### src/rtl/kypd_key_emulator.sv
// Emulates one pressed key of a 4x4 active-low keypad: a queued key code runs a
// bounce / hold / release sequence and pulls the mapped row low while its column is strobed.
module kypd_key_emulator #(
  parameter int HOLD_CYCLES    = 2000000,
  parameter int RELEASE_CYCLES = 1000000,
  parameter int BOUNCE_CYCLES  = 100000,
  parameter int BOUNCE_LOG2    = 12
) (
  input  logic       clk,
  input  logic       rst,
  input  logic [3:0] key_code,
  input  logic       key_valid,
  output logic       key_ready,
  input  logic [3:0] col,
  output logic [3:0] row,
  output logic       busy,
  output logic       pressed,
  output logic [1:0] dbg_state
);

  // Handshake: a press is taken on any clk edge where key_valid && key_ready;
  // key_ready is high only in IDLE, so requests during a press are simply not taken.
  typedef enum logic [1:0] {
    S_IDLE    = 2'd0,
    S_BOUNCE  = 2'd1,
    S_HOLD    = 2'd2,
    S_RELEASE = 2'd3
  } state_t;

  localparam logic        BOUNCE_EN    = (BOUNCE_CYCLES > 0);
  localparam logic        RELEASE_EN   = (RELEASE_CYCLES > 0);
  localparam logic [23:0] BOUNCE_LAST  = 24'(BOUNCE_CYCLES - 1);
  localparam logic [23:0] HOLD_LAST    = 24'(HOLD_CYCLES - 1);
  localparam logic [23:0] RELEASE_LAST = 24'(RELEASE_CYCLES - 1);

  state_t      r_state, w_state_nxt;
  logic [23:0] r_cnt, w_cnt_nxt;
  logic [3:0]  r_key, w_key_nxt;
  logic        r_pressed, w_pressed_nxt;
  logic [1:0]  w_key_row, w_key_col;

  always_ff @(posedge clk) begin
    if (rst) begin
      r_state   <= S_IDLE;
      r_cnt     <= '0;
      r_key     <= '0;
      r_pressed <= 1'b0;
    end else begin
      r_state   <= w_state_nxt;
      r_cnt     <= w_cnt_nxt;
      r_key     <= w_key_nxt;
      r_pressed <= w_pressed_nxt;
    end
  end

  // cnt counts cycles already spent in the current phase; pressed is registered
  // alongside state so it changes on the same edge as the phase.
  always_comb begin
    w_state_nxt   = r_state;
    w_cnt_nxt     = r_cnt + 24'd1;
    w_key_nxt     = r_key;
    w_pressed_nxt = r_pressed;
    case (r_state)
      S_IDLE: begin
        w_cnt_nxt     = '0;
        w_pressed_nxt = 1'b0;
        if (key_valid) begin
          w_key_nxt     = key_code;
          w_state_nxt   = BOUNCE_EN ? S_BOUNCE : S_HOLD;
          w_pressed_nxt = 1'b1;
        end
      end
      S_BOUNCE: begin
        if (r_cnt == BOUNCE_LAST) begin
          w_state_nxt   = S_HOLD;
          w_cnt_nxt     = '0;
          w_pressed_nxt = 1'b1;
        end else begin
          w_pressed_nxt = ~w_cnt_nxt[BOUNCE_LOG2];
        end
      end
      S_HOLD: begin
        w_pressed_nxt = 1'b1;
        if (r_cnt == HOLD_LAST) begin
          w_state_nxt   = RELEASE_EN ? S_RELEASE : S_IDLE;
          w_cnt_nxt     = '0;
          w_pressed_nxt = 1'b0;
        end
      end
      S_RELEASE: begin
        w_pressed_nxt = 1'b0;
        if (r_cnt == RELEASE_LAST) begin
          w_state_nxt = S_IDLE;
          w_cnt_nxt   = '0;
        end
      end
      default: begin
        w_state_nxt   = S_IDLE;
        w_cnt_nxt     = '0;
        w_pressed_nxt = 1'b0;
      end
    endcase
  end

  // Key code to (row, col) position on the Pmod keypad.
  always_comb begin
    w_key_row = 2'd0;
    w_key_col = 2'd0;
    case (r_key)
      4'h1: begin w_key_row = 2'd3; w_key_col = 2'd3; end
      4'h2: begin w_key_row = 2'd3; w_key_col = 2'd2; end
      4'h3: begin w_key_row = 2'd3; w_key_col = 2'd1; end
      4'hA: begin w_key_row = 2'd3; w_key_col = 2'd0; end
      4'h4: begin w_key_row = 2'd2; w_key_col = 2'd3; end
      4'h5: begin w_key_row = 2'd2; w_key_col = 2'd2; end
      4'h6: begin w_key_row = 2'd2; w_key_col = 2'd1; end
      4'hB: begin w_key_row = 2'd2; w_key_col = 2'd0; end
      4'h7: begin w_key_row = 2'd1; w_key_col = 2'd3; end
      4'h8: begin w_key_row = 2'd1; w_key_col = 2'd2; end
      4'h9: begin w_key_row = 2'd1; w_key_col = 2'd1; end
      4'hC: begin w_key_row = 2'd1; w_key_col = 2'd0; end
      4'h0: begin w_key_row = 2'd0; w_key_col = 2'd3; end
      4'hF: begin w_key_row = 2'd0; w_key_col = 2'd2; end
      4'hE: begin w_key_row = 2'd0; w_key_col = 2'd1; end
      default: begin w_key_row = 2'd0; w_key_col = 2'd0; end
    endcase
  end

  // Row is a live function of col so the scanner sees the key in the strobe cycle.
  always_comb begin
    key_ready = (r_state == S_IDLE);
    busy      = (r_state != S_IDLE);
    pressed   = r_pressed;
    dbg_state = r_state;
    row       = 4'hF;
    if (r_pressed && !col[w_key_col]) row[w_key_row] = 1'b0;
  end

endmodule

### config.mk
export PLATFORM = sky130hd
export DESIGN_NAME = kypd_key_emulator
export DESIGN_NICKNAME = d
export VERILOG_FILES = /design/src/rtl/kypd_key_emulator.sv
export SDC_FILE = /design/constraint.sdc
export NUM_CORES = 1
export LEC_CHECK = 0
export CORE_UTILIZATION = 50
export DETAILED_ROUTE_END_ITERATION = 6
export PLACE_DENSITY = 0.75
export SLEW_MARGIN = 20
export SYNTH_ARGS = -nofsm -noshare
export SYNTH_HDL_FRONTEND = slang
export SYNTH_SLANG_ARGS = --single-unit
### constraint.sdc
create_clock -name clk -period 1.8 [get_ports clk]
set_input_delay 0.18 -clock clk [delete_from_list [all_inputs] [get_ports clk]]
set_output_delay 0.18 -clock clk [all_outputs]
set_load 0.05 [all_outputs]
==> summary.md <==
| Metric | Value |
|---|---|
| Pint | `roughly 1600 µW` |
| Leakage | `approximately 0.00090 µW` |
| Sequential share of power | `36.6%` |
| Antenna violations before repair | `0` |
| Post-DR vias/cell | `roughly 5.5` |
| Worst hold-check path type | `in2reg` |
| Placed cell area | `between 2000 and 2500 µm²` |
| Post-synthesis sequential area ratio | `approximately two fifths` |
| Vias in the first global route | `between 1,500 and 2,000` |
| Met3 Use GR | `4.04%` |
| Maximum VDD drop | `between 700 and 800 µV` |
| Pwr Density | `1080 nW/µm²` |
| Area of the multi-input gates | `~1100 µm²` |
| Combinational power share | `around two fifths` |
| Hpwl dp | `2.64 mm` |
| Dominant synthesized flop cell | `dfxtp_1` |
| Vias | `about 1,600` |
| Gr ovfl total | `0` |
| Mapped Cells | `206` |
| Cell taking the most area after synthesis | `dfxtp_1` |
| Count of inserted antenna diode cells | `0` |
| Synthesized cell area | `about 1800 µm²` |
| Die width | `slightly above 60 µm` |
| Worst slew margin | `roughly two thirds` |
| Critical path type | `reg2out` |
| Post-synth EDFFs | `0` |
| H-Tree Depth | `2` |
| Clk_skew | `about 13 ps` |
| Root Buffer | `clkbuf_4` |
| Largest net degree at the start of global routing | `24` |
| Mapped Nets | `~220` |
| Die Span Y | `62.3 µm` |
| Fin. max-slew vios | `0` |
| Syn Area/Cell | `8.82 µm²` |
| Fmax | `0.501 GHz` |
| Distinct cell type count after synthesis | `40` |
| Routed Antenna Nets | `0` |
| Area growth syn-to-layout | `31.3%` |
| CP max FO | `2` |
| Hold WS | `about 450 ps` |
| Asr flop ratio synth | `0%` |
| TritonCTS clock tree | `done` |
| Sw Pwr | `roughly 960 µW` |
| Register area | `just over 700 µm²` |
| Rows | `21` |
| Synth top area share | `approximately two fifths` |
| Min Tclk post-route | `around 2000 ps` |
| Crit path launch type | `flip-flop` |
| Failing checks | `setup timing` |
| First-pass GRT wire length | `between 6 and 7 mm` |
| Syn. warnings | `0` |
| Total detailed-routing wirelength | `around 3.9 mm` |
| RePlAce Congestion | `slightly below 0.8` |
| GR peak layer | `met2` |
| Final nets | `around 260` |
| Status | `finished with violations` |
| Final period util | `111%` |
| CP Data Required Time | `~1600 ps` |
| Final instance area | `2380 µm²` |
| Top post-synthesis cells by count | `dfxtp_1, nor2_1, nand2_1` |
| TritonCTS Buffers | `5` |
| Initial Util | `a little over half` |
| Critical Path End Type | `output port` |
| Global Route met2 Usage | `36.0%` |
| Core area | `around 3400 µm²` |
| Clock sinks | `35` |
| Fillers | `278` |
| Register bit total from synthesis | `35` |
| RSZ-0062 raised after global routing | `true` |
| I/O pin cnt | `20` |
| Final Hold Vio Count | `0` |
| Residual DRC count | `0` |
| DRT Pass-1 Iters | `4` |
| Total Routing Usage GR | `around a fifth` |
| Clock Path Buffers | `2` |
| Grt met1 use | `23.4%` |
| Net Sw Frac | `a little under two fifths` |
| DRT iter0 DRCs | `43` |
| Arr. time, crit path | `1820 ps` |
| Clk pwr share | `23.0%` |
| # port buffers | `19` |
| Skew-Pair Late Insertion Delay | `around 350 ps` |
| Synth top area cells | `dfxtp_1, xor2_1, nor2_1, nand4_1, ha_1` |
| Final setup viols | `4` |
| Die ar. | `3880 µm²` |
| Wirelength per Cell | `about 13 µm` |
| Total power | `between 2000 and 3000 µW` |
| Worst R2R Path Depth | `6` |
| Max Cap Viol | `0` |
| Worst Tran Pin Value | `a little under 500 ps` |
| Final WS setup | `-198 ps` |
| Hold depth | `3` |
| Most common cell in the synthesized netlist | `dfxtp_1` |
| Post-CTS setup repair buffer count | `0` |
| Layout cells sized above 1 | `between 20% and 30%` |
| Clk slew on worst S/H paths | `110 ps` |
[per-stage QoR]
step | std cells | util, % | worst slack, ps | setup TNS (ps)
6_report | 291 | 69.8 | -198 | -644
5_1_grt | 291 | 69.8 | -273 | -2070
4_1_cts | 291 | 67.9 | -208 | -686
3_5_place_dp | 283 | 64.4 | -108 | -325
3_3_place_gp | 283 | 64.4 | -55.5 | -80.7
2_1_floorplan | 206 | - | 25.7 | 0
[per-layer routing]
metal / up-vias / part of all wire (%)
met5: - / 0
met4: 0 / 2.6
met3: 8 / 3.7
met2: 31 / 50
met1: 751 / 43
li1: 797 / -
[cell type report]
type / instances / share of cell area, %
sequential: 35 / 29.9
clock inverter: 2 / 1.47
timing repair buffer: 39 / 15.1
tap: 46 / 2.41
clock buffer: 6 / 2.15
multi-input combinational: 155 / 47.7
inverter: 8 / 1.26
[cell usage in the layout, fill, tap and decap left out, types with 5 or more instances in the layout]
master / netlist / final
clkdlybuf4s50_1: 0 / 12
nand4_1: 13 / 13
nand2_1: 18 / 18
nor2_1: 31 / 29
xor2_1: 15 / 15
clkbuf_4: 0 / 5
buf_4: 0 / 21
dfxtp_1: 35 / 29
nand3_1: 11 / 9
xnor2_1: 6 / 6
and3_1: 6 / 6
[state kept, by name (all words and copies together), names as in the netlist]
register	cells
dbg_state	2
pressed	1
r_cnt	24
r_key	4
w_key_col	2
w_key_row	2
[cell families (layout without fill, tap and decap cells)]
kind of cell             after synthesis  after routing  synth area share, %
AND/OR/NAND/NOR                      101            101                 30.0
flip-flops                            35             35                 38.6
AO/OA/AOI/OAI                         23             23                 10.1
XOR/XNOR                              21             21                 10.1
buffers and inverters                 16             55                 4.20
adder cells (fa/ha/maj)                6              6                 4.13
multiplexers                           4              4                 2.89
[what timing repair did]
| action | CTS | global route |
|---|---|---|
| hold buffers | 0 | 0 |
| endpoints found under the hold margin | 0 | 0 |
| gates resized for setup | 9 | 15 |
| pin swaps | 1 | 2 |
| setup endpoints to repair | 6 | 31 |
[path summary, 6_finish.rpt]
path / endpoint / slack, ps / start
max reg2reg: r_cnt[10] / 30 / r_cnt[5]
min: r_key[3] / 450 / key_code[3]
max: row[0] / -200 / w_key_col[0]
min reg2reg: r_cnt[0] / 510 / r_cnt[0]
[worst max-delay path, cell delays in order, from the launching register on]
cell	delay [ps]
dfxtp_2	340
mux4_2	500
nand2b_4	160
or3_4	320
buf_6	160
[power by group through the flow]
stage / combinational, µW / clock [µW] / sequential, µW
final: 1040 / 594 / 946
after global routing: 1120 / 646 / 964
after CTS: 1000 / 609 / 938
after detailed placement: 974 / 0 / 947
after global placement: 965 / 0 / 945
after floorplan: 622 / 0 / 1040
Note: power is estimated with default switching activity, not from simulation.
